$ cat config.mk
export PLATFORM = sky130hd
export DESIGN_NAME = apb_interface_2_flat
export DESIGN_NICKNAME = d
export VERILOG_FILES = /design/src/rtl/apb_interface_2_pkg.sv /design/src/rtl/apb_interface_2_if.sv /design/src/rtl/apb_interface_2_rf_sync_rx.sv /design/src/rtl/apb_interface_2.sv /design/src/flat_wrapper.sv
export SDC_FILE = /design/constraint.sdc
export NUM_CORES = 1
export LEC_CHECK = 0
export ABC_CLOCK_PERIOD_IN_PS = 14700
export CORE_UTILIZATION = 60
export CTS_CLUSTER_SIZE = 40
export DETAILED_ROUTE_END_ITERATION = 10
export GPL_TIMING_DRIVEN = 0
export PLACE_DENSITY = 0.9
export SLEW_MARGIN = 10
export SYNTH_ARGS = -nofsm -noshare
export SYNTH_HDL_FRONTEND = slang
export SYNTH_SLANG_ARGS = --single-unit
$ cat constraint.sdc
create_clock -name i_PCLK -period 14.7 [get_ports i_PCLK]
set_input_delay 1.47 -clock i_PCLK [delete_from_list [all_inputs] [get_ports i_PCLK]]
set_output_delay 1.47 -clock i_PCLK [all_outputs]
set_load 0.02 [all_outputs]
$ cat src/rtl/apb_interface_2_pkg.sv
// rtl/apb_interface_2_pkg.sv - shared offsets, status bits, sync constants and helpers
package apb_interface_2_pkg;

    // Register offsets within the 64-byte block window
    localparam logic [5:0] OFF_CTRL = 6'h00;   // CONFIG on write, STATUS on read
    localparam logic [5:0] OFF_DATA = 6'h04;   // TX byte on write, RX byte on read
    localparam logic [5:0] OFF_CMD  = 6'h0C;

    localparam int CMD_START_BIT = 1;

    localparam int ST_BUSY      = 0;
    localparam int ST_RX_VALID  = 1;
    localparam int ST_TX_ACTIVE = 2;

    localparam logic [4:0] SYNC_HI = 5'h1F;
    localparam logic [8:0] SYNC_LO = 9'h1FF;

    typedef enum logic {
        XFER_IDLE,
        XFER_BUSY
    } xfer_state_e;

    // Transfer lasts 8 * div cycles; returns the terminal value of a down-counter
    function automatic logic [6:0] xfer_last_count(input logic [1:0] sck);
        case (sck)
            2'd0:    return 7'd15;
            2'd1:    return 7'd31;
            2'd2:    return 7'd63;
            default: return 7'd127;
        endcase
    endfunction

    function automatic logic sync_match(input logic [63:0] sr);
        return (sr[62:58] == SYNC_HI) && (sr[36:32] == SYNC_HI) && (sr[8:0] == SYNC_LO);
    endfunction

endpackage

$ cat src/rtl/apb_interface_2_if.sv
// rtl/apb_interface_2_if.sv - APB bus bundle with master and slave views
interface apb_interface_2_if;
    logic        i_PSEL0;
    logic        i_PENABLE;
    logic        i_PWRITE;
    logic [15:0] i_PADDR;
    logic [7:0]  i_PWDATA;
    logic [7:0]  i_PRDATA;
    logic        PREADY;
    logic [7:0]  o_PWDATA;
    logic [7:0]  o_PRDATA;

    modport slave (
        input  i_PSEL0, i_PENABLE, i_PWRITE, i_PADDR, i_PWDATA, i_PRDATA,
        output PREADY, o_PWDATA, o_PRDATA
    );

    modport master (
        output i_PSEL0, i_PENABLE, i_PWRITE, i_PADDR, i_PWDATA, i_PRDATA,
        input  PREADY, o_PWDATA, o_PRDATA
    );
endinterface

$ cat src/rtl/apb_interface_2_rf_sync_rx.sv
// rtl/apb_interface_2_rf_sync_rx.sv - RF pulse deserialiser, sync matcher and packet latch
module apb_interface_2_rf_sync_rx
    import apb_interface_2_pkg::*;
(
    input  logic       clk,
    input  logic       rst,
    input  logic       rx_mode_i,
    input  logic       rfin_i,
    input  logic       sh_en_i,
    input  logic       rd_shift_i,
    output logic [7:0] rx_top_o,
    output logic       rx_valid_o,
    output logic       pkt_rec_o
);

    logic        flag_q;
    logic [63:0] sr_q;
    logic [63:0] sr_d;
    logic [63:0] rx_word_q;
    logic [2:0]  rd_cnt_q;
    logic        rx_valid_q;
    logic        pkt_rec_q;
    logic        match;

    // Candidate shift value; a pulse arriving with the strobe still counts as a 1
    always_comb begin
        sr_d  = {sr_q[62:0], flag_q | rfin_i};
        match = rx_mode_i & sh_en_i & sync_match(sr_d);
    end

    // Pulse catcher and shift register, parked at zero outside receive mode
    always_ff @(posedge clk or posedge rst) begin
        if (rst) begin
            flag_q <= 1'b0;
            sr_q   <= '0;
        end else if (!rx_mode_i) begin
            flag_q <= 1'b0;
            sr_q   <= '0;
        end else if (sh_en_i) begin
            flag_q <= 1'b0;
            sr_q   <= match ? 64'd0 : sr_d;
        end else begin
            flag_q <= flag_q | rfin_i;
        end
    end

    // Packet latch and byte unloading; a fresh packet wins over a same-cycle unload
    always_ff @(posedge clk or posedge rst) begin
        if (rst) begin
            rx_word_q  <= '0;
            rd_cnt_q   <= '0;
            rx_valid_q <= 1'b0;
            pkt_rec_q  <= 1'b0;
        end else begin
            pkt_rec_q <= match;
            if (match) begin
                rx_word_q  <= sr_d;
                rx_valid_q <= 1'b1;
                rd_cnt_q   <= '0;
            end else if (rd_shift_i) begin
                rx_word_q <= {rx_word_q[55:0], 8'h00};
                rd_cnt_q  <= rd_cnt_q + 3'd1;
                if (rd_cnt_q == 3'd7) begin
                    rx_valid_q <= 1'b0;
                end
            end
        end
    end

    assign rx_top_o   = rx_word_q[63:56];
    assign rx_valid_o = rx_valid_q;
    assign pkt_rec_o  = pkt_rec_q;

endmodule

$ cat src/rtl/apb_interface_2.sv
// rtl/apb_interface_2.sv - APB slave front end for the four-channel byte transfer engine
module apb_interface_2
    import apb_interface_2_pkg::*;
(
    input  logic             i_PCLK,
    input  logic             i_PRESET,
    apb_interface_2_if.slave apb,
    input  logic [9:0]       i_BASE_ADDR,
    input  logic             rfin,
    input  logic             sh_en,
    input  logic             RX,
    output logic             o_WR0,
    output logic             o_WR1,
    output logic             o_WR2,
    output logic             o_WR3,
    output logic             o_DR0,
    output logic             o_DR1,
    output logic             o_DR2,
    output logic             o_DR3,
    output logic             pkt_rec,
    output logic             TX_OUT
);

    logic [5:0]  offset;
    logic        hit;
    logic        wr_acc;
    logic        rd_cycle;
    logic        start_go;
    logic        tx_load;
    logic        rd_shift;
    logic [7:0]  status;
    logic [7:0]  rd_data;

    xfer_state_e state_q;
    logic [6:0]  cnt_q;
    logic [1:0]  xfer_slave_q;
    logic        xfer_rx_q;
    logic [3:0]  wr_q;
    logic [3:0]  dr_q;
    logic [7:0]  rx_byte_q;

    logic [5:0]  config_q;
    logic [7:0]  tx_byte_q;
    logic [7:0]  pwdata_q;
    logic [7:0]  prdata_q;

    logic [7:0]  tx_sr_q;
    logic [2:0]  tx_cnt_q;
    logic        tx_active_q;
    logic        tx_out_q;

    logic [7:0]  rx_top;
    logic        rx_valid;

    // Address decode, access qualification and engine control strobes
    always_comb begin
        offset   = apb.i_PADDR[5:0];
        hit      = apb.i_PSEL0 & (apb.i_PADDR[15:6] == i_BASE_ADDR);
        wr_acc   = hit & apb.i_PENABLE & apb.i_PWRITE;
        rd_cycle = apb.i_PSEL0 & apb.i_PENABLE & ~apb.i_PWRITE;
        start_go = wr_acc & (offset == OFF_CMD) & apb.i_PWDATA[CMD_START_BIT]
                   & (state_q == XFER_IDLE);
        tx_load  = start_go & ~RX & (config_q[3:2] == 2'd3);
        rd_shift = (state_q == XFER_BUSY) & (cnt_q == 7'd0) & xfer_rx_q
                   & (xfer_slave_q == 2'd3);

        status               = '0;
        status[ST_BUSY]      = (state_q == XFER_BUSY);
        status[ST_RX_VALID]  = rx_valid;
        status[ST_TX_ACTIVE] = tx_active_q;

        case (offset)
            OFF_CTRL: rd_data = status;
            OFF_DATA: rd_data = rx_byte_q;
            default:  rd_data = 8'h00;
        endcase
    end

    // Register file writes and registered read data; misses read back as zero
    always_ff @(posedge i_PCLK or posedge i_PRESET) begin
        if (i_PRESET) begin
            config_q  <= '0;
            tx_byte_q <= '0;
            pwdata_q  <= '0;
            prdata_q  <= '0;
        end else begin
            if (wr_acc) begin
                pwdata_q <= apb.i_PWDATA;
                if (offset == OFF_CTRL) config_q  <= apb.i_PWDATA[5:0];
                if (offset == OFF_DATA) tx_byte_q <= apb.i_PWDATA;
            end
            if (rd_cycle) begin
                prdata_q <= hit ? rd_data : 8'h00;
            end
        end
    end

    // Transfer engine: slave and direction captured at start, busy for 8 * div cycles
    always_ff @(posedge i_PCLK or posedge i_PRESET) begin
        if (i_PRESET) begin
            state_q      <= XFER_IDLE;
            cnt_q        <= '0;
            xfer_slave_q <= '0;
            xfer_rx_q    <= 1'b0;
            wr_q         <= '0;
            dr_q         <= '0;
            rx_byte_q    <= '0;
        end else begin
            wr_q <= '0;
            dr_q <= '0;
            case (state_q)
                XFER_IDLE: begin
                    if (start_go) begin
                        state_q      <= XFER_BUSY;
                        cnt_q        <= xfer_last_count(config_q[1:0]);
                        xfer_slave_q <= config_q[3:2];
                        xfer_rx_q    <= RX;
                        if (!RX) wr_q <= 4'b0001 << config_q[3:2];
                    end
                end
                XFER_BUSY: begin
                    if (cnt_q == 7'd0) begin
                        state_q <= XFER_IDLE;
                        if (xfer_rx_q) begin
                            dr_q      <= 4'b0001 << xfer_slave_q;
                            rx_byte_q <= (xfer_slave_q == 2'd3) ? rx_top : apb.i_PRDATA;
                        end
                    end else begin
                        cnt_q <= cnt_q - 7'd1;
                    end
                end
                default: state_q <= XFER_IDLE;
            endcase
        end
    end

    // Channel 3 TX serialiser, MSB first, one bit per strobe; last bit is held
    always_ff @(posedge i_PCLK or posedge i_PRESET) begin
        if (i_PRESET) begin
            tx_sr_q     <= '0;
            tx_cnt_q    <= '0;
            tx_active_q <= 1'b0;
            tx_out_q    <= 1'b0;
        end else if (tx_load) begin
            tx_sr_q     <= tx_byte_q;
            tx_cnt_q    <= '0;
            tx_active_q <= 1'b1;
        end else if (sh_en && tx_active_q) begin
            tx_out_q <= tx_sr_q[7];
            tx_sr_q  <= {tx_sr_q[6:0], 1'b0};
            tx_cnt_q <= tx_cnt_q + 3'd1;
            if (tx_cnt_q == 3'd7) begin
                tx_active_q <= 1'b0;
            end
        end
    end

    apb_interface_2_rf_sync_rx u_rf_rx (
        .clk        (i_PCLK),
        .rst        (i_PRESET),
        .rx_mode_i  (RX),
        .rfin_i     (rfin),
        .sh_en_i    (sh_en),
        .rd_shift_i (rd_shift),
        .rx_top_o   (rx_top),
        .rx_valid_o (rx_valid),
        .pkt_rec_o  (pkt_rec)
    );

    assign apb.PREADY   = apb.i_PSEL0 & apb.i_PENABLE;
    assign apb.o_PWDATA = pwdata_q;
    assign apb.o_PRDATA = prdata_q;

    assign {o_WR3, o_WR2, o_WR1, o_WR0} = wr_q;
    assign {o_DR3, o_DR2, o_DR1, o_DR0} = dr_q;
    assign TX_OUT = tx_out_q;

endmodule

$ cat src/flat_wrapper.sv
// flat-port wrapper written by rule: the top's interface ports become plain ports
module apb_interface_2_flat import apb_interface_2_pkg::*;
  (i_PCLK, i_PRESET, i_BASE_ADDR, rfin, sh_en, RX, o_WR0, o_WR1, o_WR2, o_WR3, o_DR0, o_DR1, o_DR2, o_DR3, pkt_rec, TX_OUT, apb_i_PSEL0, apb_i_PENABLE, apb_i_PWRITE, apb_i_PADDR, apb_i_PWDATA, apb_i_PRDATA, apb_PREADY, apb_o_PWDATA, apb_o_PRDATA);
  apb_interface_2_if apb_i ();
  input  logic i_PCLK;
  input  logic i_PRESET;
  input  logic [9:0] i_BASE_ADDR;
  input  logic rfin;
  input  logic sh_en;
  input  logic RX;
  output logic o_WR0;
  output logic o_WR1;
  output logic o_WR2;
  output logic o_WR3;
  output logic o_DR0;
  output logic o_DR1;
  output logic o_DR2;
  output logic o_DR3;
  output logic pkt_rec;
  output logic TX_OUT;
  input wire logic [$bits(apb_i.i_PSEL0)-1:0] apb_i_PSEL0;
  input wire logic [$bits(apb_i.i_PENABLE)-1:0] apb_i_PENABLE;
  input wire logic [$bits(apb_i.i_PWRITE)-1:0] apb_i_PWRITE;
  input wire logic [$bits(apb_i.i_PADDR)-1:0] apb_i_PADDR;
  input wire logic [$bits(apb_i.i_PWDATA)-1:0] apb_i_PWDATA;
  input wire logic [$bits(apb_i.i_PRDATA)-1:0] apb_i_PRDATA;
  output wire logic [$bits(apb_i.PREADY)-1:0] apb_PREADY;
  output wire logic [$bits(apb_i.o_PWDATA)-1:0] apb_o_PWDATA;
  output wire logic [$bits(apb_i.o_PRDATA)-1:0] apb_o_PRDATA;
  assign apb_i.i_PSEL0 = apb_i_PSEL0;
  assign apb_i.i_PENABLE = apb_i_PENABLE;
  assign apb_i.i_PWRITE = apb_i_PWRITE;
  assign apb_i.i_PADDR = apb_i_PADDR;
  assign apb_i.i_PWDATA = apb_i_PWDATA;
  assign apb_i.i_PRDATA = apb_i_PRDATA;
  assign apb_PREADY = apb_i.PREADY;
  assign apb_o_PWDATA = apb_i.o_PWDATA;
  assign apb_o_PRDATA = apb_i.o_PRDATA;
  apb_interface_2 u_core (.i_PCLK(i_PCLK), .i_PRESET(i_PRESET), .apb(apb_i), .i_BASE_ADDR(i_BASE_ADDR), .rfin(rfin), .sh_en(sh_en), .RX(RX), .o_WR0(o_WR0), .o_WR1(o_WR1), .o_WR2(o_WR2), .o_WR3(o_WR3), .o_DR0(o_DR0), .o_DR1(o_DR1), .o_DR2(o_DR2), .o_DR3(o_DR3), .pkt_rec(pkt_rec), .TX_OUT(TX_OUT));
endmodule
=== Word level (Yosys, flattened, before mapping) ===
Cells that the tools add are included.

* Word-level logic and storage cells: 114
* Input port bits: 50
* Output and inout bits: 27
* Flip-flop bits (word level): 201

* Muxes and demuxes: 35
* Add/subtract/negate cells: 3
* Equality and inequality tests: 15
* Shifts and indexed selects: 2
* Reductions and logical operators: 18
* Bitwise logic cells: 20

{| class="wikitable"
|+ Operators with widths
! operator !! number
|-
| two-way mux 63 bit || 3
|-
| two-way mux 64 bit || 2
|-
| two-way mux 8 bit || 4
|-
| two-way mux 4 bit || 6
|-
| one-hot mux 7 bit (3 select lines) || 1
|-
| one-hot mux 8 bit (2 select lines) || 1
|-
| AND 1 bit || 15
|-
| two-way mux 7 bit || 2
|-
| one-hot mux 7 bit (2 select lines) || 1
|-
| AND reduction 2 bit || 7
|-
| two-way mux 3 bit || 4
|-
| equality test 10 bit || 1
|-
| equality test 5 bit (second input constant) || 2
|-
| two-way mux 1 bit || 10
|-
| equality test 9 bit (second input constant) || 1
|-
| nonzero test 2 bit || 4
|-
| << shifter 1 x 2 -> 4 bit (first input constant) || 2
|-
| logical NOT 7 bit || 1
|-
| subtractor 7 x 1 -> 7 bit (second input constant) || 1
|-
| adder 3 x 1 -> 3 bit (second input constant) || 2
|-
| equality test 2 bit (second input constant) || 3
|-
| equality test 3 bit (second input constant) || 2
|-
| equality test 6 x 3 -> 1 bit (second input constant) || 1
|-
| equality test 6 x 4 -> 1 bit (second input constant) || 1
|-
| other kinds (10) || 16
|}

=== Depth between registers and ports, before layout ===
Gate-level depths: netlist (run 1).

* Depth after elaboration: 11
* Gate-level depth with buffers: 9
* Depth with buffers taken out: 8

=== By module ===
A second synthesis (run 1) with hierarchy kept.

* Cell total of the unflattened synthesis: 664
* Area, all modules: 8,874.8 um^2

{| class="wikitable"
|+ By module, submodules not included
! module !! instances !! area each (um^2) !! seq. area each (um^2) !! cells an instance
|-
| apb_interface_2_rf_sync_rx || 1 || 5,701.7 || 3,328.2 || 391
|-
| apb_interface_2 || 1 || 3,173.0 || 1,701.6 || 273
|}

=== Worst setup path before layout (run 1) ===
OpenSTA, ideal clock, no wires.

* Kind: input port to flip-flop
* Start point: input port apb_i_PADDR[2]
* End point: register u_core.tx_out_q (netlist: u_core.TX_OUT)
* Slack: 11.437 ns
* Required time: 14.575 ns
* Data arrival time: 3.138 ns
* Library setup time: 0.125 ns
* Path buffers: 2
* Stages on the path: 7
* Path through: clkbuf_1 > and3_1 > nand4_1 > or4_1 > clkbuf_1 > nand3_1 > mux2_2

* Longest elaborated chain between the ends: 8

{| class="wikitable"
|+ Ends and longest elaborated chain
! element !! line !! source
|-
| from (decl) || flat_wrapper.sv:24 || <nowiki>input wire logic [$bits(apb_i.i_PADDR)-1:0] apb_i_PADDR;</nowiki>
|-
| equality test 6 x 4 -> 1 bit || apb_interface_2.sv:61 || <nowiki>start_go = wr_acc & (offset == OFF_CMD) & apb.i_PWDATA[CMD_START_BIT]</nowiki>
|-
| AND 1 bit (2 in a row) || apb_interface_2.sv:61 ||
|-
| AND 1 bit || apb_interface_2.sv:62 || <nowiki>& (state_q == XFER_IDLE);</nowiki>
|-
| AND 1 bit (2 in a row) || apb_interface_2.sv:63 || <nowiki>tx_load = start_go & ~RX & (config_q[3:2] == 2'd3);</nowiki>
|-
| inverter 1 bit (no line) || n/a ||
|-
| AND reduction 2 bit (no line) || n/a ||
|-
| to (signal assigned) || apb_interface_2.sv:149 || <nowiki>tx_out_q <= tx_sr_q[7];</nowiki>
|-
| to (decl) || apb_interface_2.sv:50 || <nowiki>logic tx_out_q;</nowiki>
|}

Every way passes these cells.
A chain may end at the register's enable or synchronous reset.

=== Worst setup path after layout (run 1) ===
* Start point: input port apb_i_PSEL0
* End point: output port apb_PREADY

* Longest elaborated chain between the ends: 1

{| class="wikitable"
|+ Ends and longest elaborated chain
! element !! line !! source
|-
| from (decl) || flat_wrapper.sv:21 || <nowiki>input wire logic [$bits(apb_i.i_PSEL0)-1:0] apb_i_PSEL0;</nowiki>
|-
| AND 1 bit || apb_interface_2.sv:170 || <nowiki>assign apb.PREADY = apb.i_PSEL0 & apb.i_PENABLE;</nowiki>
|-
| to (decl) || flat_wrapper.sv:27 || <nowiki>output wire logic [$bits(apb_i.PREADY)-1:0] apb_PREADY;</nowiki>
|}

Every way passes these cells.

==> reports/metrics.csv, run 1 <==
metric;value;unit
status;finished, final reports clean;
drt total wl;20500;um
internal power;0.876;mW
CTS tree;built;
dpl cells;1018;
Final nets;920;
RSZ-0062 raised after global routing;false;
starting density of the core;62.2;%
Worst EP required;13230;ps
R2R Setup Slk;11890;ps
CP top delay family;buffers and inverters;
Maximum Capacitance Violations;0;
most frequent cells in the layout;dfrtp_1, nand2_1, clkdlybuf4s50_1;
CP max stage cell;clkdlybuf4s50_1;
DRT iter0 DRCs;688;
Combinational Power Share;4.0;%
Hold Path Origin;u_core.apb.o_PRDATA[2];
CP Data Arrival Time;2750;ps
crit start category;input port;
sw power;0.236;mW
total global routing overflow;0;
pwr/cell area;112;nW/um^2
RR Endpoint;u_core.u_rf_rx.rx_word_q[1];
synthesized area per cell;10.8;um^2
buffer and inverter count on the worst path;2;
crit path cell chain;clkdlybuf4s50_1, and2_1, clkdlybuf4s50_1;
Slew headroom;25.5;%
synth warn;0;
slowest stage delay, CP;610;ps
minimum clock period;4220;ps
Worst setup EP type;output pin;
first-pass GRT wire length;33700;um
FF-to-FF Start;u_core.cnt_q[0];
die width;120;um
postcts setup bufs;0;
Num Clock Sinks;201;
Routed wire per std cell;19.5;um
Final ANT Viol Nets;0;
f_max;237;MHz
clk slew on worst S/H paths;60;ps
Critical Path Most Common Cell;clkdlybuf4s50_1;
final hold slack;477;ps
worst-margin pin slew;1110;ps
hold path cells;2;
sequential area share after synthesis;60.6;%
Root Buffer;clkbuf_16;
flops & latches, synth;201;
Post-CTS Resized;0;
pin count of the biggest net entering global routing;103;
DRC;0;
Hold/Removal Path Class;flop to flop;
CTS H-tree lvls;1;
Post-Syn Instances;767;
Die Ht;120;um
Yosys cell types;45;
final slew viol count;0;
Critical Path Fanout Max;3;
final period utilization;28.7;%
Max IR drop VDD;0.0975;mV
Core ar.;13300;um^2
leakage;4.73;nW
Num CTS Buffers;21;
Hold Path End;u_core.apb.o_PRDATA[2];
worst reg-to-reg path cell count;9;
Layout Skew;19.0;ps
clock power share;46.2;%
setup TNS;0;ps
Port Buffers;74;
Synth Cell Area;8310;um^2
Longest Clk Path Bufs;3;
Finish-stage setup viols;0;
Switching Share;21.2;%
worst-skew pair later-pin latency;500;ps
I/O pin cnt;77;
vias post-DR;6625;
Final Non-Filler Cells;1053;
die area;14300;um^2
Routability Congestion;0.824;
CTS Hold Bufs;0;
ANT cells;0;
initial antenna violation count;0;
via density per instance;6.29;
syn nets;822;
final hold vios;0;
Total GRT Usage;29.9;%
post-DP HPWL;12900;um
Reg power frac;49.9;%
commonest non-fill, non-tap cell in the layout;dfrtp_1;
number of global-route vias before repair;6582;
Crit Path Category;input port to output pin;
layout cells sized above 1;8.67;%
row count;42;
Layout area overhead;20.0;%
drt first pass iters;5;
==> state kept, by name, summed over array words and instances (netlist names), 2 cells and up <==
| name | count |
|---|---|
| u_core.apb.o_PWDATA | 8 |
| u_core.wr_q | 4 |
| u_core.tx_byte_q | 8 |
| u_core.u_rf_rx.rd_cnt_q | 3 |
| u_core.xfer_slave_q | 2 |
| u_core.u_rf_rx.rx_word_q | 64 |
| u_core.u_rf_rx.sr_q | 63 |
| u_core.tx_cnt_q | 3 |
| u_core.cnt_q | 7 |
| u_core.dr_q | 4 |
| u_core.rx_byte_q | 8 |
| u_core.config_q | 4 |
| u_core.apb.o_PRDATA | 8 |
| u_core.tx_sr_q | 8 |
==> through the flow <==
stage	instance area, um^2	setup WS, ps	utilization [%]	total power, mW
after floorplan	8310	7750	-	0.586
after global placement	9270	5520	69.4	0.606
after detailed placement	9300	10490	69.7	0.608
after CTS	9960	10480	74.7	1.11
after global routing	9960	10450	74.7	1.14
final	9960	10480	74.7	1.11
==> worst min-delay path, delay by kind of cell (launching register included) <==
family / cells / cell delay, ps
flip-flops: 1 / 340
AND/OR/NAND/NOR: 1 / 50
AO/OA/AOI/OAI: 1 / 50
==> logic make-up after synthesis <==
family	share of synthesized area, %
mux	5.42
buf+inv	2.82
flops	60.6
xor+xnor	1.48
compound gates	13.1
simple gates	15.9
fa+ha+maj	0.753
==> layout make-up <==
cell class | instances | area (um^2)
buffer | 47 | 204
clock buffer | 31 | 613
clock inverter | 4 | 48.8
fill | 833 | 3380
inverter | 8 | 37.5
multi-input combinational | 511 | 3040
sequential | 201 | 5030
tap | 176 | 220
timing repair buffer | 75 | 768
==> how the worst max path moves through the flow <==
stage | from | to | slack (ps) | cells past startpoint
after global routing | apb_i_PSEL0 | apb_PREADY | 10450 | 3
after global placement | i_PRESET | u_core.u_rf_rx.sr_q[62] | 5520 | 2
final | apb_i_PSEL0 | apb_PREADY | 10480 | 3
after floorplan | i_PRESET | u_core.TX_OUT | 7750 | 1
after detailed placement | apb_i_PSEL0 | apb_PREADY | 10490 | 3
after CTS | apb_i_PSEL0 | apb_PREADY | 10480 | 3
==> synth_stat cells (all sizes together) <==
cell type / instances / share of area (%)
or4: 3 / 0.27
buf: 14 / 0.96
mux2: 24 / 3.3
or3: 3 / 0.23
and3b: 4 / 0.42
ha: 5 / 0.75
xnor2: 11 / 1.2
nand3b: 1 / 0.090
o21a: 1 / 0.090
o211ai: 2 / 0.18
nor4: 8 / 1.0
a31oi: 45 / 3.4
o21ai: 11 / 0.66
inv: 8 / 0.36
mux2i: 18 / 2.2
xor2: 3 / 0.32
nand3: 24 / 1.5
clkbuf: 33 / 1.5
nor3: 4 / 0.24
a21o: 1 / 0.090
and2: 1 / 0.075
a211oi: 1 / 0.090
nor2: 67 / 3.0
or4b: 1 / 0.17
a22o: 62 / 6.5
nor3b: 2 / 0.18
nand4: 11 / 0.83
o31a: 1 / 0.11
and3: 2 / 0.15
o22ai: 1 / 0.075
dfrtp: 201 / 61
o31ai: 3 / 0.27
o211a: 1 / 0.12
a31o: 1 / 0.11
nand2: 160 / 7.2
nor2b: 3 / 0.23
nand2b: 2 / 0.15
or2: 1 / 0.075
a21oi: 23 / 1.4
==> layer usage <==
metal / vias up / wire length [um] / share of wire (%) / GRT usage (%)
li1: 2894 / - / - / -
met1: 3333 / 8260 / 40 / 40.5
met2: 332 / 10000 / 49 / 48.3
met3: 66 / 1440 / 7.0 / 4.13
met4: 0 / 816 / 4.0 / 13.8
met5: - / 0 / 0 / 0
==> power groups by stage <==
stage | clock [mW] | sequential, mW | combinational, mW
6_report | 0.513 | 0.555 | 0.0441
5_1_grt | 0.539 | 0.554 | 0.0486
3_5_place_dp | 0 | 0.565 | 0.0437
3_3_place_gp | 0 | 0.565 | 0.0414
2_1_floorplan | 0 | 0.565 | 0.0207
4_1_cts | 0.516 | 0.555 | 0.0446
Note: power is estimated with default switching activity, not from simulation.
==> inputs of run 2 (changes only) <==
Settings changed: ABC_CLOCK_PERIOD_IN_PS 14700 to 4400, CORE_UTILIZATION 60 to 57, PLACE_DENSITY 0.9 to 0.86.
Clock period 14.7 ns to 4.4 ns, I/O delays scaled along.
==> reports/metrics.csv, run 2 (synthesized netlist as in run 1, its figures left out) <==
metric;value;unit;change
Switching Share;21.0;%;-0.20 points
drt first pass iters;5;;unchanged
Core ar.;14000;um^2;+5.2%
Die Ht;123;um;+2.6%
via density per instance;5.97;;-5.2%
Post-CTS Resized;0;;unchanged
CP max stage cell;nor4_4;;
number of global-route vias before repair;6404;;-2.7%
pwr/cell area;371;nW/um^2;+230%
total power;3.73;mW;+240%
leakage;4.77;nW;+0.97%
die width;123;um;+2.6%
Largest register FFs;64;;unchanged
sw power;0.784;mW;+230%
CTS H-tree lvls;1;;unchanged
Max IR drop VDD;0.311;mV;+220%
clock power share;46.2;%;about the same
minimum clock period;2790;ps;
CTS tree;built;;
layout cells sized above 1;9.31;%;+0.64 points
Layout area overhead;21.3;%;
crit path cell chain;inv_1, ha_1, or4b_4, nor4_4, nand3_2, inv_2, buf_4, nand2_1, a31oi_1;;
Port Buffers;74;;unchanged
final hold slack;333;ps;-143 ps
Crit Path Category;flop to flop;;
starting density of the core;59.2;%;-3.1 points
Num Clock Sinks;201;;unchanged
status;finished, final reports clean;;
Hold/Removal Path Class;input port to async pin;;
ANT cells;0;;unchanged
Total GRT Usage;27.4;%;-2.5 points
Worst EP required;4780;ps;-8450 ps
row count;43;;+2.4%
Slew headroom;29.5;%;+4.0 points
Longest Clk Path Bufs;3;;unchanged
Final ANT Viol Nets;0;;unchanged
most frequent cells in the layout;dfrtp_1, nand2_1, clkdlybuf4s50_1;;
worst-margin pin slew;1050;ps;-59.3 ps
final slew viol count;0;;unchanged
final period utilization;63.3;%;
commonest non-fill, non-tap cell in the layout;dfrtp_1;;
initial antenna violation count;0;;unchanged
Root Buffer;clkbuf_16;;
f_max;359;MHz;
crit start category;flop;;
post-DP HPWL;13000;um;+0.33%
Layout Skew;13.3;ps;-5.73 ps
internal power;2.95;mW;+240%
vias post-DR;6331;;-4.4%
Routability Congestion;0.833;;+1.1%
Finish-stage setup viols;0;;unchanged
total global routing overflow;0;;unchanged
slowest stage delay, CP;530;ps;-80 ps
drt total wl;19600;um;-4.3%
Maximum Capacitance Violations;0;;unchanged
Top Registers;u_core.u_rf_rx.rx_word_q (64), u_core.u_rf_rx.sr_q (63);;
pin count of the biggest net entering global routing;40;;-61%
Routed wire per std cell;18.5;um;-5.1%
Num CTS Buffers;21;;unchanged
postcts setup bufs;0;;unchanged
Reg with most FFs;u_core.u_rf_rx.rx_word_q;;
Final nets;925;;+0.54%
DRT iter0 DRCs;472;;-31%
final hold vios;0;;unchanged
DRC;0;;unchanged
Combinational Power Share;4.2;%;+0.2 points
clk slew on worst S/H paths;60;ps;about the same
Worst setup EP type;flop;;
worst-skew pair later-pin latency;480;ps;-20 ps
Critical Path Fanout Max;10;;+7
first-pass GRT wire length;32200;um;-4.4%
Reg power frac;49.6;%;-0.3 points
RSZ-0062 raised after global routing;false;;
I/O pin cnt;77;;unchanged
CTS Hold Bufs;0;;unchanged
CP Data Arrival Time;3160;ps;+410 ps
die area;15100;um^2;+5.2%
## run 2: cell count changes in the layout (fill, tap and decap cells not counted), sizes merged
cell / before / now
buf: 15 / 20
clkbuf: 64 / 63
clkinvlp: 0 / 1
inv: 9 / 8
## run 2: power groups by stage
stage | combinational [mW] | clock, mW | sequential (mW)
finish | 0.156 | 1.72 | 1.85
floorplan | 0.0696 | 0 | 1.89
global route | 0.172 | 1.82 | 1.85
global placement | 0.139 | 0 | 1.89
CTS | 0.158 | 1.74 | 1.85
detailed placement | 0.156 | 0 | 1.89
## run 2: stage by stage
| step | area, um^2 | setup slack, ps | cells | utilization, % | setup TNS, ps |
|---|---|---|---|---|---|
| after global routing | 10100 | 1430 | 1061 | 71.7 | 0 |
| after floorplan | 8310 | 1360 | 767 | - | 0 |
| final | 10100 | 1610 | 1061 | 71.7 | 0 |
| after CTS | 10100 | 1610 | 1061 | 71.7 | 0 |
| after global placement | 9280 | -68.9 | 1021 | 66.1 | -11110 |
| after detailed placement | 9400 | 1470 | 1027 | 67.0 | 0 |
## run 2: final cells by class
| type | count | area (um^2) |
|---|---|---|
| Clock buffer | 30 | 619 |
| Buffer | 47 | 204 |
| Sequential cell | 201 | 5030 |
| Tap cell | 180 | 225 |
| Clock inverter | 4 | 48.8 |
| Multi-Input combinational cell | 511 | 3040 |
| Inverter | 8 | 33.8 |
| Fill cell | 936 | 3970 |
| Timing Repair Buffer | 80 | 868 |
## run 2: worst max-delay path, delay by kind of cell (launching register included)
family	cells	cell delay [ps]
fa+ha+maj	1	200
buf+inv	3	510
flops	1	410
simple gates	4	1330
compound gates	1	240
## run 2: worst paths after layout
| path | to | start | depth (start not counted) | slack [ps] |
|---|---|---|---|---|
| setup / recovery | u_core.u_rf_rx.rx_word_q[51] | u_core.cnt_q[0] | 9 | 1610 |
| hold / removal | u_core.config_q[2] | i_PRESET | 2 | 330 |
| setup reg to reg | u_core.u_rf_rx.rx_word_q[51] | u_core.cnt_q[0] | 9 | 1610 |
| hold reg to reg | u_core.apb.o_PRDATA[5] | u_core.apb.o_PRDATA[5] | 2 | 480 |
| max in group asynchronous | u_core.rx_byte_q[7] | i_PRESET | 5 | 3140 |
| min in group i_PCLK | u_core.apb.o_PRDATA[7] | apb_i_PADDR[2] | 3 | 460 |
## run 2: routing by layer
layer / vias up / wire length (um) / GRT usage, % / share of wire (%)
met1: 3174 / 8350 / 36.9 / 43
met3: 58 / 855 / 3.39 / 4.4
met4: 0 / 678 / 10.5 / 3.5
met5: - / 0 / 0 / 0
li1: 2902 / - / - / -
met2: 197 / 9750 / 45.6 / 50
==> inputs of run 3 (changes only) <==
Settings changed: ABC_CLOCK_PERIOD_IN_PS 4400 to 2500, CORE_UTILIZATION 57 to 52, PLACE_DENSITY 0.86 to 0.83.
Clock period 4.4 ns to 2.5 ns, I/O delays scaled along.
==> reports/metrics.csv, run 3 (synthesized netlist as in run 1, its figures left out) <==
metric;value;unit;change
die area;16500;um^2;+9.5%
f_max;426;MHz;+19%
DR top layer;met4;;
DRC;0;;unchanged
Hold/Removal Path Class;input port to async pin;;
crit path cell chain;inv_1, ha_1, or4b_4, nor4_4, nand3_2, inv_2, buf_4, nand2_1, a31oi_2;;
Port Buffers;74;;unchanged
Fill cells;1084;;+16%
Slew headroom;25.7;%;-3.7 points
Total GRT Usage;24.8;%;-2.6 points
Longest Clk Path Bufs;3;;unchanged
slowest stage delay, CP;520;ps;about the same
CP max stage cell;or4b_4;;
Top Registers;u_core.u_rf_rx.rx_word_q (64), u_core.u_rf_rx.sr_q (63);;
crit start category;flop;;
pwr/cell area;684;nW/um^2;+84%
setup TNS;0;ps;unchanged
CTS H-tree lvls;1;;unchanged
Post-Layout Inst Area;10200;um^2;+1.6%
met3 wire length;899;um;+5.1%
initial antenna violation count;0;;unchanged
CTS Hold Bufs;0;;unchanged
status;finished, final reports clean;;
Root Buffer;clkbuf_16;;
Worst setup EP type;flop;;
worst-skew pair later-pin latency;500;ps;+20 ps
DRT iter0 DRCs;623;;+32%
CTS tree;built;;
post-DP HPWL;13000;um;+0.19%
Die Ht;128;um;+4.6%
most frequent cells in the layout;dfrtp_1, nand2_1, clkdlybuf4s50_1;;
final hold slack;132;ps;-201 ps
Routed wire per std cell;17.6;um;-5.0%
Layout Skew;19.3;ps;+6.00 ps
FF-to-FF Start;u_core.cnt_q[0];;
Reg with most FFs;u_core.u_rf_rx.rx_word_q;;
Crit Path Category;flop to flop;;
drt total wl;19200;um;-2.0%
via density per instance;5.75;;-3.7%
die width;128;um;+4.6%
layout cells sized above 1;9.85;%;+0.55 points
met2 WL;9450;um;-3.0%
final period utilization;94.0;%;+31 points
Critical Path Fanout Max;10;;unchanged
wire length on met1;8210;um;-1.6%
Final ANT Viol Nets;0;;unchanged
minimum clock period;2350;ps;-436 ps
Max IR drop VDD;0.427;mV;+37%
drt first pass iters;5;;unchanged
Maximum Capacitance Violations;0;;unchanged
Num Clock Sinks;201;;unchanged
Worst EP required;2900;ps;-1880 ps
worst-margin pin slew;1100;ps;+55.6 ps
vias post-DR;6288;;-0.68%
CP Data Arrival Time;2750;ps;-410 ps
number of global-route vias before repair;6521;;+1.8%
Finish-stage setup viols;0;;unchanged
final hold vios;0;;unchanged
Routability Congestion;0.808;;-3.1%
Final nets;925;;unchanged
RSZ-0062 raised after global routing;false;;
worst reg-to-reg path cell count;9;;unchanged
leakage;4.83;nW;+1.2%
Final Non-Filler Cells;1094;;+3.1%
first-pass GRT wire length;32300;um;+0.13%
pin count of the biggest net entering global routing;40;;unchanged
total global routing overflow;0;;unchanged
I/O pin cnt;77;;unchanged
starting density of the core;54.0;%;-5.1 points
final slew viol count;0;;unchanged
Layout area overhead;23.2;%;
clk slew on worst S/H paths;70;ps;about the same
Core ar.;15400;um^2;+9.5%
ANT cells;0;;unchanged
dpl cells;1058;;+3.0%
Num CTS Buffers;20;;-4.8%
RR Endpoint;u_core.u_rf_rx.rx_word_q[41];;
R2R Setup Slk;150;ps;-1460 ps
commonest non-fill, non-tap cell in the layout;dfrtp_1;;
Cell Area, Placed;9440;um^2;+0.41%
row count;45;;+4.7%
Largest register FFs;64;;unchanged
[run 3: per-stage QoR]
| step | setup WS, ps | power, mW | utilization (%) |
|---|---|---|---|
| 5_1_grt | 5.10 | 7.19 | 66.6 |
| 2_1_floorplan | -352 | 3.44 | - |
| 6_report | 151 | 7.00 | 66.6 |
| 3_5_place_dp | -188 | 3.60 | 61.4 |
| 4_1_cts | 151 | 7.02 | 66.6 |
| 3_3_place_gp | -1800 | 3.57 | 60.6 |
[run 3: worst max path at each step]
stage | to | cells past startpoint | startpoint
floorplan | u_core.TX_OUT | 1 | i_PRESET
global placement | u_core.u_rf_rx.sr_q[62] | 2 | i_PRESET
detailed placement | u_core.config_q[0] | 6 | apb_i_PADDR[8]
CTS | u_core.u_rf_rx.rx_word_q[41] | 9 | u_core.cnt_q[0]
global route | u_core.u_rf_rx.rx_word_q[13] | 9 | u_core.cnt_q[0]
finish | u_core.u_rf_rx.rx_word_q[41] | 9 | u_core.cnt_q[0]
[run 3: metal layers]
| metal | vias to the layer above | track usage (%) |
|---|---|---|
| met5 | - | 0 |
| met4 | 0 | 10.4 |
| met3 | 50 | 2.95 |
| met2 | 200 | 42.0 |
| met1 | 3134 | 32.8 |
| li1 | 2904 | - |
[run 3: cell type report]
| class | count | area, um^2 | area share, % |
|---|---|---|---|
| clock buffers | 29 | 626 | 6.11 |
| plain buffers | 47 | 204 | 1.99 |
| clock inverters | 6 | 155 | 1.52 |
| repair buffers | 81 | 876 | 8.56 |
| inverters | 8 | 33.8 | 0.330 |
| well taps | 211 | 264 | 2.58 |
| multi-input cells | 511 | 3050 | 29.8 |
| flip-flops and latches | 201 | 5030 | 49.1 |
[run 3: timing repair]
action                                  4_1_cts  5_1_grt
cloned                                        0        0
gates resized for setup                       0        1
endpoints found under the setup margin       67        1
buffers inserted                              1        0
pin swaps                                     1        0
[run 3: power breakdown]
part | internal [mW] | switching [mW] | total, mW
Sequential | 3.26 | 0.00313 | 3.26
Combinational | 0.118 | 0.156 | 0.274
Clock | 2.25 | 1.22 | 3.46
Total | 5.62 | 1.38 | 7.00
[run 3: worst max-delay path, delay by kind of cell (launching register included)]
kind / cells / cell delay (ps)
simple gates: 4 / 980
buf+inv: 3 / 450
flops: 1 / 410
compound gates: 1 / 240
fa+ha+maj: 1 / 190
==> RTL change 1 (settings of run 3) <==
Make the reset (`i_PRESET` and `rst`) synchronous in 5 clocked blocks.
--- a/src/rtl/apb_interface_2_rf_sync_rx.sv
+++ b/src/rtl/apb_interface_2_rf_sync_rx.sv
@@ -29,7 +29,7 @@
     end
 
     // Pulse catcher and shift register, parked at zero outside receive mode
-    always_ff @(posedge clk or posedge rst) begin
+    always_ff @(posedge clk) begin
         if (rst) begin
             flag_q <= 1'b0;
             sr_q   <= '0;
@@ -45,7 +45,7 @@
     end
 
     // Packet latch and byte unloading; a fresh packet wins over a same-cycle unload
-    always_ff @(posedge clk or posedge rst) begin
+    always_ff @(posedge clk) begin
         if (rst) begin
             rx_word_q  <= '0;
             rd_cnt_q   <= '0;
--- a/src/rtl/apb_interface_2.sv
+++ b/src/rtl/apb_interface_2.sv
@@ -77,7 +77,7 @@
     end
 
     // Register file writes and registered read data; misses read back as zero
-    always_ff @(posedge i_PCLK or posedge i_PRESET) begin
+    always_ff @(posedge i_PCLK) begin
         if (i_PRESET) begin
             config_q  <= '0;
             tx_byte_q <= '0;
@@ -96,7 +96,7 @@
     end
 
     // Transfer engine: slave and direction captured at start, busy for 8 * div cycles
-    always_ff @(posedge i_PCLK or posedge i_PRESET) begin
+    always_ff @(posedge i_PCLK) begin
         if (i_PRESET) begin
             state_q      <= XFER_IDLE;
             cnt_q        <= '0;
@@ -135,7 +135,7 @@
     end
 
     // Channel 3 TX serialiser, MSB first, one bit per strobe; last bit is held
-    always_ff @(posedge i_PCLK or posedge i_PRESET) begin
+    always_ff @(posedge i_PCLK) begin
         if (i_PRESET) begin
             tx_sr_q     <= '0;
             tx_cnt_q    <= '0;
Function: differs if i_PRESET is asserted again (counterexample within 4 cycles, from zero or initial values and one cycle with i_PRESET high); with i_PRESET held inactive, the same outputs for 10 cycles.
==> RTL change 1 against run 3 <==
Global-route usage shrank 0.19 points; setup slack lost 28 ps; total power shrank 7.7%; final area shrank 8.1%; sequential cell count is the same; via count grew 5.5%; routed wire length shrank 1.2%; largest cell class unchanged; area after synthesis shrank 7.0%; largest power group is now registers.
==> RTL change 1: results <==
export IMPL_status="finished clean"
export IMPL_grt_pass1_vias=6143
export IMPL_cts_max_level=1
export IMPL_hold_class="primary input to flop"
export IMPL_worst_r2r_path_depth=7
export IMPL_cts_buffers=21
export IMPL_clk_pin_slew_ps=60
export IMPL_place_congestion=0.8422
export IMPL_synth_compound_area_frac=0.1782
export IMPL_yosys_top_cells_area="dfxtp_1 52%, nand2_1 7.5%, a22o_1 6.3%, a311oi_1 6.0%, nor2_1 4.9%"
export IMPL_finClkSkew_ps=16.48
export IMPL_clk_latency_ps=490
export IMPL_cts_buffer_depth=3
export IMPL_dp_slack_ps=-295.2
export IMPL_viasPerCell=5.886
export IMPL_nNetsFinal=984
export IMPL_syn_nets=886
export IMPL_holdPathStages=3
export IMPL_largest_registers="u_core.u_rf_rx.rx_word_q x64, u_core.u_rf_rx.sr_q x63"
export IMPL_async_flop_share=0
export IMPL_drt_initial_drc_count=533
export IMPL_worst_pin_slew_ps=738.8
export IMPL_grt_start_max_net_pins=14
export IMPL_grt_first_pass_wirelength_um=29810
export IMPL_p_leak_uw=0.003386
export IMPL_yosys_warnings=0
export IMPL_ys_types=50
export IMPL_synthFlopType="dfxtp_1"
export IMPL_grt_antenna_before_repair=0
export IMPL_synth_xor_area_share=0.01474
export IMPL_drt_pass1_iterations=6
export IMPL_path_max_fanout=10
export IMPL_track_usage=0.2464
export IMPL_synth_cells=831
export IMPL_io_buffers=75
export IMPL_cp_arrival_ps=2760
export IMPL_nFillCells=1150
export IMPL_clockRootBuffer="clkbuf_16"
export IMPL_switching_share=0.2094
export IMPL_muxShareOfSynthArea=0.04146
export IMPL_overflow=0
export IMPL_place_hpwl_um=13320
export IMPL_layout_drive_gt1_share=0.06151
export IMPL_ir_worst_vdd_mv=0.4535
export IMPL_yosys_top_cells_count="201 x dfxtp_1, 155 x nand2_1, 100 x nor2_1"
export IMPL_diodes=0
export IMPL_wire_per_inst_um=16.87
export IMPL_synth_adder_area_share=0.008098
export IMPL_seq_area_frac_synth=0.5209
[RTL change 1: through the flow]
stage / setup TNS [ps] / hold WS [ps] / std cells / area, µm² / total power, µW
floorplan: 0 / 397.1 / 831 / 7725 / 3378
global placement: -16750 / 444.4 / 1090 / 8706 / 3505
detailed placement: -19890 / 452.3 / 1090 / 8706 / 3506
CTS: 0 / 366.6 / 1128 / 9404 / 6465
global route: -5.769 / 370.7 / 1127 / 9410 / 6642
finish: 0 / 370.9 / 1127 / 9410 / 6457
[RTL change 1: worst paths after layout]
kind / end / from / slack, ps
setup reg to reg: u_core.u_rf_rx.rx_word_q[43] / u_core.cnt_q[1] / 120
hold reg to reg: u_core.u_rf_rx.rx_word_q[3] / u_core.u_rf_rx.rx_word_q[3] / 460
setup / recovery: u_core.u_rf_rx.rx_word_q[43] / u_core.cnt_q[1] / 120
hold / removal: u_core.rx_byte_q[3] / apb_i_PRDATA[3] / 370
[RTL change 1: power groups by stage]
stage               logic (µW)  clock network [µW]  registers (µW)
finish                     233                3020            3200
global route               251                3190            3200
CTS                        232                3030            3200
detailed placement         230                   0            3280
global placement           229                   0            3280
floorplan                  103                   0            3280
[RTL change 1: metal layers]
layer / track usage / part of all wire / up-vias
li1: - / - / 3185
met1: 0.3273 / 0.44 / 3197
met2: 0.4153 / 0.47 / 211
met3: 0.03342 / 0.066 / 41
met4: 0.07380 / 0.022 / 0
met5: 0 / 0 / -
[RTL change 1: worst max-delay path, cell delays in order (launching register included)]
cell and delay (ps):
dfxtp_1 320, inv_1 90, ha_1 200, or3b_1 490, nor4_4 460, clkbuf_2 310, nand2_1 110, a311oi_1 310
[RTL change 1: kinds of logic after synthesis]
group | after synthesis
AOI/OAI and AO/OA | 174
xor gates and xnor gates | 13
adders and majority gates | 5
buffers and inverters | 67
DFF | 201
muxes | 32
and+or+nand+nor | 339
[RTL change 1: layout make-up]
| cell class | instances | area (µm²) | area share |
|---|---|---|---|
| buffer | 61 | 240.2 | 0.02553 |
| inverter | 5 | 18.77 | 0.001994 |
| timing repair buffer | 76 | 758.2 | 0.08057 |
| clock inverter | 6 | 61.31 | 0.006515 |
| clock buffer | 31 | 613.1 | 0.06515 |
| tap | 184 | 230.2 | 0.02446 |
| sequential | 201 | 4024 | 0.4276 |
| multi-input combinational | 563 | 3465 | 0.3682 |
[RTL change 1: repair_timing]
action,4_1_cts,5_1_grt
setup endpoints to repair,46,60
buffers inserted,1,0
resized for setup,3,16
pin swaps,1,0
==> RTL change 2 (settings of run 3) <==
Without the edit above. Add an input register stage for `RX`, with the module's reset; this delays it by one clock. The other inputs are not delayed to match.
--- a/src/rtl/apb_interface_2.sv
+++ b/src/rtl/apb_interface_2.sv
@@ -20,6 +20,16 @@
     output logic             pkt_rec,
     output logic             TX_OUT
 );
+
+    logic RX_q;
+
+    always_ff @(posedge i_PCLK or posedge i_PRESET) begin
+        if (i_PRESET) begin
+            RX_q <= '0;
+        end else begin
+            RX_q <= RX;
+        end
+    end
 
     logic [5:0]  offset;
     logic        hit;
@@ -60,7 +70,7 @@
         rd_cycle = apb.i_PSEL0 & apb.i_PENABLE & ~apb.i_PWRITE;
         start_go = wr_acc & (offset == OFF_CMD) & apb.i_PWDATA[CMD_START_BIT]
                    & (state_q == XFER_IDLE);
-        tx_load  = start_go & ~RX & (config_q[3:2] == 2'd3);
+        tx_load  = start_go & ~RX_q & (config_q[3:2] == 2'd3);
         rd_shift = (state_q == XFER_BUSY) & (cnt_q == 7'd0) & xfer_rx_q
                    & (xfer_slave_q == 2'd3);
 
@@ -114,8 +124,8 @@
                         state_q      <= XFER_BUSY;
                         cnt_q        <= xfer_last_count(config_q[1:0]);
                         xfer_slave_q <= config_q[3:2];
-                        xfer_rx_q    <= RX;
-                        if (!RX) wr_q <= 4'b0001 << config_q[3:2];
+                        xfer_rx_q    <= RX_q;
+                        if (!RX_q) wr_q <= 4'b0001 << config_q[3:2];
                     end
                 end
                 XFER_BUSY: begin
@@ -158,7 +168,7 @@
     apb_interface_2_rf_sync_rx u_rf_rx (
         .clk        (i_PCLK),
         .rst        (i_PRESET),
-        .rx_mode_i  (RX),
+        .rx_mode_i  (RX_q),
         .rfin_i     (rfin),
         .sh_en_i    (sh_en),
         .rd_shift_i (rd_shift),
Function: changed (Yosys sat finds a counterexample within 4 cycles, from zero or initial values and one cycle with i_PRESET high).
==> RTL change 2 against run 3 <==
Maximum frequency decreased by 4.6%; routed wire length decreased by 0.58%; clock skew decreased by 4.0 ps; critical path depth unchanged; non-clock buffer count increased by 8; area after synthesis increased by 1.1%; worst hold slack improved by 30 ps; combinational power decreased by 5%; via count decreased by 1.5%; setup slack got worse by 110 ps; total power decreased by 2.6%; sequential cell count increased by 1; sequential share of layout area decreased by 0.37 points; final area increased by 1.3%; largest power group is now registers; highest routed layer unchanged.
==> RTL change 2: results <==
export IMPL_wl_um=19120
export IMPL_grt_first_pass_wirelength_um=30840
export IMPL_worst_pin_slew_ps=857.0
export IMPL_multi_input_cells=495
export IMPL_seq_share=0.4876
export IMPL_nNetsFinal=925
export IMPL_nFillCells=1136
export IMPL_wire_per_inst_um=17.39
export IMPL_switching_power_uw=1386
export IMPL_buffers_excl_clock=136
export IMPL_cp_arrival_ps=2800
export IMPL_async_flop_share=1.000
export IMPL_ir_worst_vdd_mv=0.6752
export IMPL_layout_drive_gt1_share=0.1256
export IMPL_yosys_top_cells_count="202 x dfrtp_1, 166 x nand2_1, 63 x a22o_1"
export IMPL_synth_xor_area_share=0.01356
export IMPL_status="finished clean"
export IMPL_syn_nets=815
export IMPL_cp_endpoint="u_core.u_rf_rx.rx_word_q[8]"
export IMPL_synth_compound_area_frac=0.1264
export IMPL_cts_buffers=21
export IMPL_grt_pass1_vias=6369
export IMPL_place_congestion=0.8215
export IMPL_p_int_uw=5432
export IMPL_p_comb_uw=261
export IMPL_nClkBuffers=27
export IMPL_inverters=14
export IMPL_fp_coreArea_um2=15830
export IMPL_p_leak_uw=0.004998
export IMPL_clk_share=0.07061
export IMPL_clkPwrFrac=0.481
export IMPL_layout_nonclk_buf_frac=0.1136
export IMPL_grt_met1_usage=0.2966
export IMPL_seq_area_frac_synth=0.6021
export IMPL_finClkSkew_ps=15.29
export IMPL_synth_area_per_cell_um2=11.05
export IMPL_hold_class="primary input to async pin"
export IMPL_grt_antenna_before_repair=0
export IMPL_track_usage=0.2350
export IMPL_place_inst=1057
export IMPL_met3_usage=0.03592
export IMPL_dp_slack_ps=-456.2
export IMPL_yosys_top_cells_area="dfrtp_1 60%, nand2_1 7.4%, a22o_1 6.6%, mux2_2 4.2%, a31oi_1 3.4%"
export IMPL_dpl_instance_area_um2=9540
export IMPL_seqCellArea_um2=5055
export IMPL_synth_adder_area_share=0.007452
export IMPL_reg2reg_slack_ps=40
export IMPL_io_buffers=75
export IMPL_multi_input_area_share=0.2962
export IMPL_cts_buffer_depth=3
export IMPL_grt_start_max_net_pins=41
export IMPL_vias=6192
export IMPL_muxShareOfSynthArea=0.06960
export IMPL_clkSinkCount=202
export IMPL_met2_usage=0.4169
export IMPL_drt_initial_drc_count=310
export IMPL_criticalPathCategory="flop to flop"
export IMPL_place_hpwl_um=12870
export IMPL_max_freq_mhz=406.2
export IMPL_worst_r2r_path_depth=9
[RTL change 2: changes by cell type after synthesis, sizes merged, moves of 4 or more]
cell | run 3 | this run
a21oi | 23 | 8
xor2 | 3 | 8
inv | 8 | 13
mux2i | 18 | 13
nor2 | 67 | 52
nand3 | 24 | 17
xnor2 | 11 | 5
nand2 | 160 | 166
mux2 | 24 | 38
o31ai | 3 | 11
nand4 | 11 | 7
[RTL change 2: logic make-up after synthesis]
logic type	count (synthesis)
fa+ha+maj	5
mux	51
compound gates	144
simple gates	282
flops	202
buf+inv	63
xor+xnor	13
[RTL change 2: worst max-delay path, stage by stage, from the launching register on]
cell     delay (ps)
dfrtp_1         410
inv_2           100
ha_4            150
or4b_4          470
or3_4           400
or2_4           280
buf_6           160
buf_4           180
nand2_1          90
nand3_1          90
[RTL change 2: worst min path at each step]
stage	end	slack [ps]	from
6_report	u_core.apb.o_PRDATA[3]	160	i_PRESET
5_1_grt	u_core.apb.o_PRDATA[4]	180	i_PRESET
4_1_cts	u_core.apb.o_PRDATA[4]	170	i_PRESET
3_5_place_dp	u_core.u_rf_rx.rx_word_q[5]	460	u_core.u_rf_rx.rx_word_q[5]
3_3_place_gp	u_core.u_rf_rx.rx_word_q[6]	460	u_core.u_rf_rx.rx_word_q[6]
2_1_floorplan	u_core.RX_q	280	RX
[RTL change 2: repair_timing]
action                                  in CTS  in global routing
setup buffers                                4                  3
gates resized for setup                     10                  5
pin swaps                                    1                  1
hold endpoints to repair                     0                  0
endpoints found under the setup margin      71                 27
[RTL change 2: metal layers]
layer	routed length, µm	part of all wire	vias up
li1	-	-	2898
met4	450	0.024	0
met1	8003	0.42	3084
met3	928	0.049	36
met5	0	0	-
met2	9742	0.51	174
